[src/rtl/rr_arbiter8.sv]
// -----------------------------------------------------------------------------
// rr_arbiter8
// Round-robin arbiter that shares one downstream resource among 8 requesters.
// A grant is held until the owner pulses done or drops its request. After the
// release there is one dead cycle, and then the next owner is chosen. The
// search starts just after the last owner, so the last owner has the lowest
// priority in the next arbitration.
//
// Optional feature macro: ARB_TIMEOUT_EN
//   When it is defined, a hold counter forces a release after MAX_HOLD grant
//   cycles and pulses timeout for that one cycle.
//   When it is undefined, no counter is built and timeout is tied to 0.
//
// Parameters:
//   MAX_HOLD   maximum grant duration in cycles (2..255). It is used only
//              with ARB_TIMEOUT_EN.
//
// Ports:
//   clk        system clock, rising edge
//   rst_n      asynchronous active-low reset
//   req[7:0]   level-sensitive request lines
//   done       single-cycle release pulse from the current owner
//   gnt[7:0]   registered one-hot grant
//   gnt_id     registered binary index of the owner (kept after release)
//   gnt_valid  registered, always equal to |gnt
//   timeout    registered single-cycle pulse on a forced release
// -----------------------------------------------------------------------------
module rr_arbiter8 #(
    parameter int unsigned MAX_HOLD = 16
) (
    input  logic       clk,
    input  logic       rst_n,
    input  logic [7:0] req,
    input  logic       done,
    output logic [7:0] gnt,
    output logic [2:0] gnt_id,
    output logic       gnt_valid,
    output logic       timeout
);

    typedef enum logic [0:0] {
        IDLE = 1'b0,
        BUSY = 1'b1
    } state_t;

    localparam logic [7:0] MAX_HOLD_B = 8'(MAX_HOLD);

    state_t     state_r;
    state_t     state_nxt_s;
    logic [2:0] ptr_r;
    logic [2:0] ptr_nxt_s;
    logic [7:0] gnt_r;
    logic [7:0] gnt_nxt_s;
    logic [2:0] gnt_id_r;
    logic [2:0] gnt_id_nxt_s;
    logic       gnt_valid_r;
    logic       gnt_valid_nxt_s;
    logic       timeout_r;
    logic       timeout_nxt_s;

    logic       win_found_s;
    logic [2:0] win_idx_s;
    logic       release_s;
    logic       limit_s;
    logic       force_s;

    // Round-robin search that starts at p+1 and wraps, so p itself is checked last.
    // The loop runs from the farthest offset down to the nearest offset. The
    // nearest set bit is written last, so it wins. The result is {found, index}.
    function automatic logic [3:0] rr_pick(input logic [7:0] r, input logic [2:0] p);
        logic [3:0] res;
        logic [2:0] idx;
        res = 4'b0000;
        for (int i = 8; i >= 1; i--) begin
            idx = p + 3'(i);
            if (r[idx]) begin
                res = {1'b1, idx};
            end else begin
                res = res;
            end
        end
        return res;
    endfunction

    assign {win_found_s, win_idx_s} = rr_pick(req, ptr_r);

    // A normal release is done or the owner dropping its request. If both
    // happen in the same cycle, it is still one release.
    assign release_s = done | ~req[gnt_id_r];

    // A forced release happens only when no normal release is pending.
    assign force_s = (state_r == BUSY) & ~release_s & limit_s;

`ifdef ARB_TIMEOUT_EN
    logic [7:0] hold_cnt_r;
    logic [7:0] hold_cnt_nxt_s;

    assign limit_s = (hold_cnt_r == (MAX_HOLD_B - 8'd1));

    // Hold counter: it stays at zero outside a grant and counts each BUSY cycle.
    always_comb begin
        hold_cnt_nxt_s = hold_cnt_r;
        case (state_r)
            IDLE: hold_cnt_nxt_s = 8'd0;
            BUSY: begin
                if (release_s || force_s) begin
                    hold_cnt_nxt_s = 8'd0;
                end else begin
                    hold_cnt_nxt_s = hold_cnt_r + 8'd1;
                end
            end
            default: hold_cnt_nxt_s = 8'd0;
        endcase
    end

    // Hold counter register.
    always_ff @(posedge clk or negedge rst_n) begin
        if (!rst_n) begin
            hold_cnt_r <= 8'd0;
        end else begin
            hold_cnt_r <= hold_cnt_nxt_s;
        end
    end
`else
    logic unused_max_hold_s;

    assign limit_s           = 1'b0;
    assign unused_max_hold_s = ^MAX_HOLD_B;
`endif

    // State, pointer and output registers. Reset clears them asynchronously.
    always_ff @(posedge clk or negedge rst_n) begin
        if (!rst_n) begin
            state_r     <= IDLE;
            ptr_r       <= 3'd7;
            gnt_r       <= 8'h00;
            gnt_id_r    <= 3'd0;
            gnt_valid_r <= 1'b0;
            timeout_r   <= 1'b0;
        end else begin
            state_r     <= state_nxt_s;
            ptr_r       <= ptr_nxt_s;
            gnt_r       <= gnt_nxt_s;
            gnt_id_r    <= gnt_id_nxt_s;
            gnt_valid_r <= gnt_valid_nxt_s;
            timeout_r   <= timeout_nxt_s;
        end
    end

    // Next-state logic.
    always_comb begin
        state_nxt_s = state_r;
        case (state_r)
            IDLE: begin
                if (win_found_s) begin
                    state_nxt_s = BUSY;
                end else begin
                    state_nxt_s = IDLE;
                end
            end
            BUSY: begin
                if (release_s || force_s) begin
                    state_nxt_s = IDLE;
                end else begin
                    state_nxt_s = BUSY;
                end
            end
            default: state_nxt_s = IDLE;
        endcase
    end

    // Next values of the registered outputs and of the pointer.
    // gnt_id keeps its value on release. The pointer takes the owner's index,
    // so that owner has the lowest priority in the next search.
    always_comb begin
        gnt_nxt_s     = gnt_r;
        gnt_id_nxt_s  = gnt_id_r;
        ptr_nxt_s     = ptr_r;
        timeout_nxt_s = 1'b0;
        case (state_r)
            IDLE: begin
                if (win_found_s) begin
                    gnt_nxt_s    = 8'd1 << win_idx_s;
                    gnt_id_nxt_s = win_idx_s;
                end else begin
                    gnt_nxt_s    = 8'h00;
                end
            end
            BUSY: begin
                if (release_s || force_s) begin
                    gnt_nxt_s     = 8'h00;
                    ptr_nxt_s     = gnt_id_r;
                    timeout_nxt_s = force_s;
                end else begin
                    gnt_nxt_s     = gnt_r;
                end
            end
            default: begin
                gnt_nxt_s    = 8'h00;
                gnt_id_nxt_s = 3'd0;
                ptr_nxt_s    = 3'd7;
            end
        endcase
        gnt_valid_nxt_s = |gnt_nxt_s;
    end

    assign gnt       = gnt_r;
    assign gnt_id    = gnt_id_r;
    assign gnt_valid = gnt_valid_r;
    assign timeout   = timeout_r;

endmodule
[config.mk]
export PLATFORM = sky130hd
export DESIGN_NAME = rr_arbiter8
export DESIGN_NICKNAME = d
export VERILOG_FILES = /design/src/rtl/rr_arbiter8.sv
export SDC_FILE = /design/constraint.sdc
export NUM_CORES = 1
export LEC_CHECK = 0
export BUFFER_PORTS_ARGS = -buffer_cell sky130_fd_sc_hd__buf_2
export CORE_UTILIZATION = 50
export CTS_BUF_LIST = sky130_fd_sc_hd__clkbuf_8
export DETAILED_ROUTE_END_ITERATION = 6
export GPL_TIMING_DRIVEN = 0
export PLACE_DENSITY = 0.8
export RECOVER_POWER = 50
export SLEW_MARGIN = 30
export SYNTH_ARGS = -nofsm -noshare
export SYNTH_HDL_FRONTEND = slang
export SYNTH_SLANG_ARGS = --single-unit
[constraint.sdc]
create_clock -name clk -period 4.48 [get_ports clk]
set_clock_uncertainty 0.15 [all_clocks]
set_input_delay 0.672 -clock clk [delete_from_list [all_inputs] [get_ports clk]]
set_output_delay 0.672 -clock clk [all_outputs]
set_load 0.01 [all_outputs]
; ---- Yosys cells after proc, flatten, opt, wreduce, memory -nomap -nowiden
; Index checks and enable logic that the tools add are counted.
[totals]
out_inout_bits = 13
regBits = 16
[op_classes]
bitwise = 3
order_cmp = 9
n_addsub = 7
reduce_logical = 3
muxes = 32
shifts = 1
[ops]
columns = operator, n
row1 = "< comparator 3 x 4 -> 1 bit, second input constant", 9
row2 = 2-to-1 mux 4 bit, 8
row3 = binary-select mux 1 bit (select 3 bit), 9
row4 = 2-to-1 mux 8 bit, 2
row5 = one-hot mux 8 bit (2 select lines), 1
row6 = "adder 3 bit, second input constant", 4
row7 = 2-to-1 mux 1 bit, 11
row8 = OR reduction 8 bit, 1
row9 = "left shift 1 x 3 -> 8 bit, first input constant", 1
row10 = "adder 3 x 2 -> 3 bit, second input constant", 2
row11 = AND reduction 2 bit, 2
row12 = "adder 3 x 1 -> 3 bit, second input constant", 1
row13 = inverter 1 bit, 2
row14 = one-hot mux 1 bit (2 select lines), 1
row15 = OR 1 bit, 1

; ---- Longest topological paths before layout
; Gate-level depths: netlist (run 1).
[depth]
depth_word = 14
ltp_mapped = 13

; ---- Worst setup path after synthesis (run 1)
; No wires, ideal clock.
[synth_path]
path_type = flip-flop to flip-flop
startpoint = register ptr_r[1]
endpoint = register gnt_r[2] (netlist: gnt[2])
synth_period_minus_slack_ps = 3600
t_arrival_ps = 3328
setup_slack_ps = 880
stages_incl_launch_ff = 13
t_required_ps = 4208
path_cell_list = dfstp_2 > clkbuf_1 > inv_1 > clkbuf_1 > ha_1 > clkbuf_1 > mux4_1 > mux2_2 > inv_2 > o21ai_0 > and3_1 > a2111o_1 > a32o_1
[synth_via]
elab_chain_len = 13
elab_cells_between_ends = 34
cone_classes = add/sub (7) / shift (1) / mux (26)
[synth_lines]
columns = item, line_no
row1 = start: declaration, 50  ; logic [2:0] ptr_r;
row2 = start signal: assignment, 142  ; ptr_r <= ptr_nxt_s;
row3 = adder 3 bit or binary-select mux 1 bit (select 3 bit) (tied branches), "75, 76"
row4 = binary-select mux 1 bit (select 3 bit) or 2-to-1 mux 1 bit (tied branches), 76  ; if (r[idx]) begin
row5 = 2-to-1 mux 1 bit (not written as such) or 2-to-1 mux 4 bit (tied branches), 76
row6 = 2-to-1 mux 4 bit (6 in series), 76
row7 = 2-to-1 mux 4 bit (*), 76
row8 = left shift 1 x 3 -> 8 bit, 183  ; gnt_nxt_s = 8'd1 << win_idx_s;
row9 = 2-to-1 mux 8 bit (*), 182  ; if (win_found_s) begin
row10 = one-hot mux 8 bit (2 select lines) (*), 180  ; case (state_r)
row11 = via gnt_nxt_s[2], 53  ; logic [7:0] gnt_nxt_s;
row12 = end signal: assignment, 143  ; gnt_r <= gnt_nxt_s;
row13 = end: declaration, 52  ; logic [7:0] gnt_r;
; The timed path passes the listed nets; every way through them passes the cells marked *. The select of a mux whose other input is x is not followed.
; A chain may end at the register's enable or synchronous reset.

; ---- Final worst setup path (run 1)
[layout_path]
startpoint = register ptr_r[1]
endpoint = register gnt_r[1] (netlist: gnt[1])
; Same word-level chain as after synthesis.

==> results of run 1 <==
through the flow:
step,setup WS [ns],instances
finish,0.2314,242
global route,0.07062,242
CTS,0.2556,242
detailed placement,0.2762,238
global placement,0.3247,238
floorplan,0.8805,172
state kept, by name (all words and copies together), names as in the netlist:
signal	count
state_r	1
gnt_id	3
ptr_r	3
gnt_valid	1
gnt	8
cell usage in the layout (no fill, tap or decap), types with 2 or more instances in the layout:
| cell | n |
|---|---|
| a21o_1 | 2 |
| a21oi_1 | 3 |
| a31oi_1 | 4 |
| a32o_1 | 4 |
| and2_1 | 2 |
| and3_1 | 2 |
| buf_2 | 18 |
| clkbuf_1 | 13 |
| clkbuf_8 | 4 |
| dfrtp_1 | 13 |
| dfstp_2 | 3 |
| ha_1 | 2 |
| inv_1 | 5 |
| mux2_2 | 6 |
| mux2_4 | 2 |
| mux2i_1 | 14 |
| mux4_2 | 6 |
| nand2_1 | 24 |
| nand4_1 | 5 |
| nor2_1 | 7 |
| nor2b_1 | 3 |
| nor3_1 | 6 |
| nor4_1 | 2 |
| o2111ai_1 | 2 |
| o211ai_1 | 4 |
| o21ai_0 | 5 |
| o31ai_1 | 5 |
| or4_1 | 2 |
| xor2_1 | 2 |
cell type report:
cell class,instances,share of cell area (%)
clock buffers,4,3.039
well taps,44,3.039
multi-input cells,138,61.46
inverters,6,1.243
repair buffers,22,5.594
plain buffers,12,3.315
flip-flops and latches,16,22.31
synth_stat cells, drive strengths merged, types with 3 or more instances:
cell type / count
dfrtp: 13
o21ai: 6
clkbuf: 6
nor2b: 3
inv: 6
mux2i: 14
buf: 6
nand4: 5
nor2: 7
dfstp: 3
a21oi: 3
mux4: 7
nand2: 24
o211ai: 5
a32o: 4
mux2: 9
a31oi: 4
o31ai: 5
or4: 3
nor3: 6
path summary, 6_finish.rpt:
check                            end  startpoint  cells past startpoint  slack [ns]
max                           gnt[1]    ptr_r[1]                     11        0.23
min                           gnt[7]       rst_n                      1        0.34
max reg2reg                   gnt[1]    ptr_r[1]                     11        0.23
min reg2reg                   gnt[7]      gnt[7]                      2        0.36
max in group asynchronous  gnt_id[1]       rst_n                      1        3.33
min in group clk              gnt[7]      gnt[7]                      2        0.36
per-layer routing:
| metal | GRT usage [%] | up-vias | wire length, um | part of all wire [%] |
|---|---|---|---|---|
| li1 | - | 725 | - | - |
| met1 | 34.37 | 749 | 1723 | 41 |
| met2 | 44.99 | 96 | 2035 | 48 |
| met3 | 2.637 | 12 | 374 | 8.9 |
| met4 | 9.524 | 0 | 84 | 2.0 |
| met5 | 0 | - | 0 | 0 |
critical path, cell delays in order, from the launching register on:
cell and delay, ns:
dfstp_2 0.53, clkbuf_1 0.35, inv_1 0.10, clkbuf_1 0.25, ha_1 0.34, clkbuf_1 0.41
mux4_1 0.47, mux2_2 0.38, nor2b_1 0.23, a31oi_1 0.34, and2_1 0.31, a32o_1 0.28
logic make-up (layout without fill, tap and decap cells):
kind of cell	after synthesis	after routing	synth area share (%)
compound gates	44	44	22.51
xor+xnor	2	2	1.098
fa+ha+maj	2	2	1.568
buf+inv	18	44	5.176
flops	16	16	25.33
mux	30	30	25.73
other cells	1	1	0.2351
simple gates	59	59	18.35
==> results.toml, run 1 <==
[cells_and_area]
fin_area_mm2 = 0.001812
fillers = 270
drive_gt1_share_pct = 24.24
multi_input_area_mm2 = 0.001114
syn2layout_area_growth_pct = 13.57
num-nets-final = 212
diodes = 0
regArea_um2 = 404.1
final_core_util_pct = 59.83

[synthesis]
synth-edff-count = 0
yosys_warnings = 0
yosys_register_bits = 16
yosysTopAreaCell = "dfrtp_1"
synth_ff_type = "dfrtp_1"
ys_top_cells_by_area = "dfrtp_1, mux2i_1, mux4_2"
syn_inst = 172
synth_top_area_share_pct = 20.39
synth_cell_types = 55
syn_avg_cell_area_um2 = 9.275
synth_area_mm2 = 0.001595
syn_nets = 185
synth-seq-area-share_pct = 25.33
async_flop_share_pct = 100.0

[routing]
wl_per_cell_um = 17.42
wl_um = 4216
drc = 0
postRouteAntennaNets = 0
routed_via_density = 6.537
first_iter_violations = 101
drt_pass1_iterations = 5
vias = 1582

[critical_path]
arrival_ns = 4.23
cp_max_fo = 10
end_kind = "flop"
critPathRequiredTime_ns = 4.46
worstSetupPathType = "flop to flop"
setup.worst_path.start_class = "flop"

[sta]
tns_ns = 0
relSlewSlack_pct = 43.00
tightest_slew_ns = 0.8312
slew_viol_final = 0
rsz0062_at_grt = "false"
fmax_mhz = 235.4
holdWs_ns = 0.3422
finalCriticalPeriod_ns = 4.249
final.period_utilization_pct = 94.83
setup_viol = 0
hold_viol_final = 0

[place]
io_buffers = 22
dp_hpwl_um = 3087
place_area_mm2 = 0.001760
place_congestion = 0.9473

[cts]
h-tree-depth = 1
ctsRootBufferMaster = "clkbuf_8"
worstSkewPairLatency_ns = 0.24
post-cts-setup-buffers = 0
numClockSinks = 16
ctsResizeCount = 0
holdBufCountCts = 0
cts_buffers = 3
clk_pin_slew_worst_paths_ns = 0.06
cts_tree = "built"
clk_path_buf_depth = 2

[global_routing]
grt_pass1_vias = 1502
grt_overflow = 0
grt_max_degree = 17
antenna_found_initial = 0
grtUsageTotal_pct = 26.18
grt_first_pass_wirelength_um = 6900

[floorplan]
die_area_mm2 = 0.003421
rows = 20
core-area_mm2 = 0.003028
die_h_um = 58.49
io-pin-count = 24
initial_utilization_pct = 52.69
die_w_um = 58.49

[outcome]
status = "finished clean"

[min_path]
worstHoldPathType = "input port to async pin"

[job]
maxCapViolations = 0
Power of run 1 is not shown: default switching activity piles up to over one toggle a cycle in this logic, so the estimate is an artifact.
==> inputs of run 2 (changes only) <==
- BUFFER_PORTS_ARGS: -buffer_cell sky130_fd_sc_hd__buf_2 -> -buffer_cell sky130_fd_sc_hd__clkbuf_2
==> results.toml, run 2 (same netlist as run 1, synthesis figures left out) <==
[sta]
relSlewSlack_pct = 42.37
final.period_utilization_pct = 91.69
finalCriticalPeriod_ns = 4.108
tightest_slew_ns = 0.8405
rsz0062_at_grt = "false"
holdWs_ns = 0.3503
hold_viol_final = 0
slew_viol_final = 0
tns_ns = 0
fmax_mhz = 243.5
setup_viol = 0

[floorplan]
initial_utilization_pct = 52.69
die_h_um = 58.49
io-pin-count = 24
die_area_mm2 = 0.003421
rows = 20
die_w_um = 58.49
core-area_mm2 = 0.003028

[cells_and_area]
fin_cells = 241
fin_area_mm2 = 0.001808
syn2layout_area_growth_pct = 13.33
fillers = 259
drive_gt1_share_pct = 24.37
mostFrequentLayoutCell = "nand2_1"
num-nets-final = 211
most-common-layout-cells = "nand2_1, clkbuf_2, mux2i_1, dfrtp_1, clkbuf_1"
diodes = 0
largest_reg_flops = 8

[place]
io_buffers = 22
dp_hpwl_um = 3076
dpl.cell_count = 238
place_area_mm2 = 0.001760
place_congestion = 0.9478

[cts]
numClockSinks = 16
cts_buffers = 3
worstSkewPairLatency_ns = 0.24
cts_tree = "built"
clk_path_buf_depth = 2
ctsResizeCount = 0
ctsRootBufferMaster = "clkbuf_8"
h-tree-depth = 1
holdBufCountCts = 0
clk_pin_slew_worst_paths_ns = 0.06
post-cts-setup-buffers = 0

[global_routing]
grt.busiest_layer = "met2"
grt_max_degree = 17
grt_overflow = 0
met3_usage_pct = 2.198
grt_first_pass_wirelength_um = 7203
grtUsageTotal_pct = 26.92
grt_util_met2_pct = 44.66
grt_pass1_vias = 1515
antenna_found_initial = 0
met1_usage_pct = 36.29

[critical_path]
startpoint = "ptr_r[1]"
arrival_ns = 4.09
end_kind = "flop"
setup.worst_path.start_class = "flop"
critPathRequiredTime_ns = 4.46
worstSetupPathType = "flop to flop"
rr_startpoint = "ptr_r[1]"
cp_max_fo = 10

[routing]
routed_via_density = 6.519
drt_pass1_iterations = 7
first_iter_violations = 144
vias = 1571
drc = 0
wl_um = 4107
wl_per_cell_um = 17.04
postRouteAntennaNets = 0

[outcome]
status = "finished clean"

[job]
maxCapViolations = 0

[min_path]
worstHoldPathType = "input port to async pin"
run 2: worst max-delay path, stage by stage (launching register included):
cell,delay (ns)
dfstp_2,0.53
clkbuf_1,0.35
inv_1,0.10
clkbuf_1,0.25
ha_1,0.60
mux4_1,0.47
mux2_2,0.39
nor2b_1,0.24
a31oi_1,0.33
and2_1,0.30
a32o_1,0.27
run 2: metrics by stage:
stage / util (%) / worst slack, ns
2_1_floorplan: - / 0.8805
3_3_place_gp: 58.14 / 0.3267
3_5_place_dp: 58.14 / 0.2294
4_1_cts: 59.96 / 0.2005
5_1_grt: 59.71 / 0.1896
6_report: 59.71 / 0.3725
run 2: per-layer routing:
metal	up-vias	share of wire [%]	wire, um
met5	-	0	0
met1	763	44	1799
met3	12	4.8	198
li1	726	-	-
met4	0	1.8	74
met2	70	50	2036
run 2: area by class of cell:
type,count,area [um2],area share (%)
flip-flops and latches,16,404.1,22.35
inverters,6,22.52,1.246
clock buffers,4,55.05,3.045
plain buffers,11,56.30,3.114
well taps,44,55.05,3.045
multi-input cells,138,1114,61.59
repair buffers,22,101.3,5.606
run 2: final timing paths:
| kind | to | cells past startpoint | slack, ns |
|---|---|---|---|
| max reg2reg | gnt[1] | 10 | 0.37 |
| max | gnt[1] | 10 | 0.37 |
| min reg2reg | gnt[5] | 2 | 0.38 |
| max in group asynchronous | gnt_id[1] | 1 | 3.32 |
| min in group clk | gnt[5] | 2 | 0.38 |
| min | gnt[7] | 1 | 0.35 |
Power of run 2 is left out for the same reason.
==> inputs of run 3 (changes only) <==
- PLACE_DENSITY: 0.8 -> 0.78
- RECOVER_POWER: 50 -> not set
==> results.toml, run 3 (same netlist as run 1, synthesis figures left out) <==
[outcome]
status = "finished clean"

[sta]
rsz0062_at_grt = "false"
finalCriticalPeriod_ns = 4.191
fmax_mhz = 238.6
slew_viol_final = 0
tightest_slew_ns = 0.8456
hold_viol_final = 0
final.period_utilization_pct = 93.55
relSlewSlack_pct = 42.02
setup_viol = 0
tns_ns = 0

[routing]
wl_um = 4076
drc = 0
first_iter_violations = 85
drt_pass1_iterations = 4
routed_via_density = 6.332
wl_per_cell_um = 16.91
vias = 1526
postRouteAntennaNets = 0

[global_routing]
grtUsageTotal_pct = 25.32
grt_pass1_vias = 1394
grt_overflow = 0
grt_util_met2_pct = 42.69
grt_max_degree = 17
met3_usage_pct = 4.835
met1_usage_pct = 34.27
grt_first_pass_wirelength_um = 6603
antenna_found_initial = 0
grt.busiest_layer = "met2"

[critical_path]
arrival_ns = 4.17
rr_worst_depth = 10
cp_max_fo = 10
end_kind = "flop"
critPathRequiredTime_ns = 4.46
setup.worst_path.start_class = "flop"
worstSetupPathType = "flop to flop"

[cts]
ctsResizeCount = 0
worstSkewPairLatency_ns = 0.25
clk_pin_slew_worst_paths_ns = 0.06
ctsRootBufferMaster = "clkbuf_8"
holdBufCountCts = 0
post-cts-setup-buffers = 0
clk_path_buf_depth = 2
cts_buffers = 3
cts_tree = "built"
numClockSinks = 16
h-tree-depth = 1

[cells_and_area]
drive_gt1_share_pct = 27.92
diodes = 0
largest_reg_flops = 8
num-nets-final = 211
syn2layout_area_growth_pct = 13.88
mostFrequentLayoutCell = "nand2_1"
final_core_util_pct = 60.00
most-common-layout-cells = "nand2_1, clkbuf_2, mux2i_1, dfrtp_1, nor2_1"

[floorplan]
die_area_mm2 = 0.003421
die_h_um = 58.49
die_w_um = 58.49
initial_utilization_pct = 52.69
rows = 20
core-area_mm2 = 0.003028
io-pin-count = 24

[place]
dp_hpwl_um = 3090
place_congestion = 0.9670
io_buffers = 22

[min_path]
worstHoldPathType = "input port to async pin"

[job]
maxCapViolations = 0
## run 3: final cells by class
cell class / count / area, um2
inverters: 6 / 22.52
multi-input cells: 138 / 1114
well taps: 44 / 55.05
plain buffers: 11 / 56.30
repair buffers: 22 / 110.1
flip-flops and latches: 16 / 404.1
clock buffers: 4 / 55.05
fillers: 251 / 1211
## run 3: worst max-delay path, stage by stage, from the launching register on
cell      delay, ns
dfstp_2        0.53
clkbuf_1       0.33
inv_1          0.10
clkbuf_1       0.24
ha_1           0.62
mux4_2         0.45
mux2i_1        0.36
nor2b_1        0.35
a31oi_1        0.36
and2_1         0.29
a32o_1         0.27
## run 3: final timing paths
| path | slack [ns] | startpoint | endpoint |
|---|---|---|---|
| hold reg to reg | 0.38 | gnt[6] | gnt[6] |
| setup / recovery | 0.29 | ptr_r[1] | gnt[0] |
| min in group clk | 0.38 | gnt[6] | gnt[6] |
| hold / removal | 0.18 | rst_n | gnt[4] |
| max in group asynchronous | 3.68 | rst_n | ptr_r[1] |
| setup reg to reg | 0.29 | ptr_r[1] | gnt[0] |
## run 3: metrics by stage
step	instance area [um2]	std cells	hold slack [ns]	worst slack (ns)
detailed placement	1760	238	0.3628	0.2360
finish	1817	241	0.1809	0.2888
CTS	1815	242	0.1909	0.1985
floorplan	1595	172	0.2264	0.8805
global placement	1760	238	0.3423	0.3990
global route	1817	241	0.2039	0.1009
## run 3: routing by layer
| layer | wire length [um] | part of all wire (%) |
|---|---|---|
| met1 | 1755 | 43 |
| met2 | 2053 | 50 |
| met3 | 258 | 6.3 |
| met4 | 8 | 0.20 |
| met5 | 0 | 0 |
Power of run 3 is left out for the same reason.
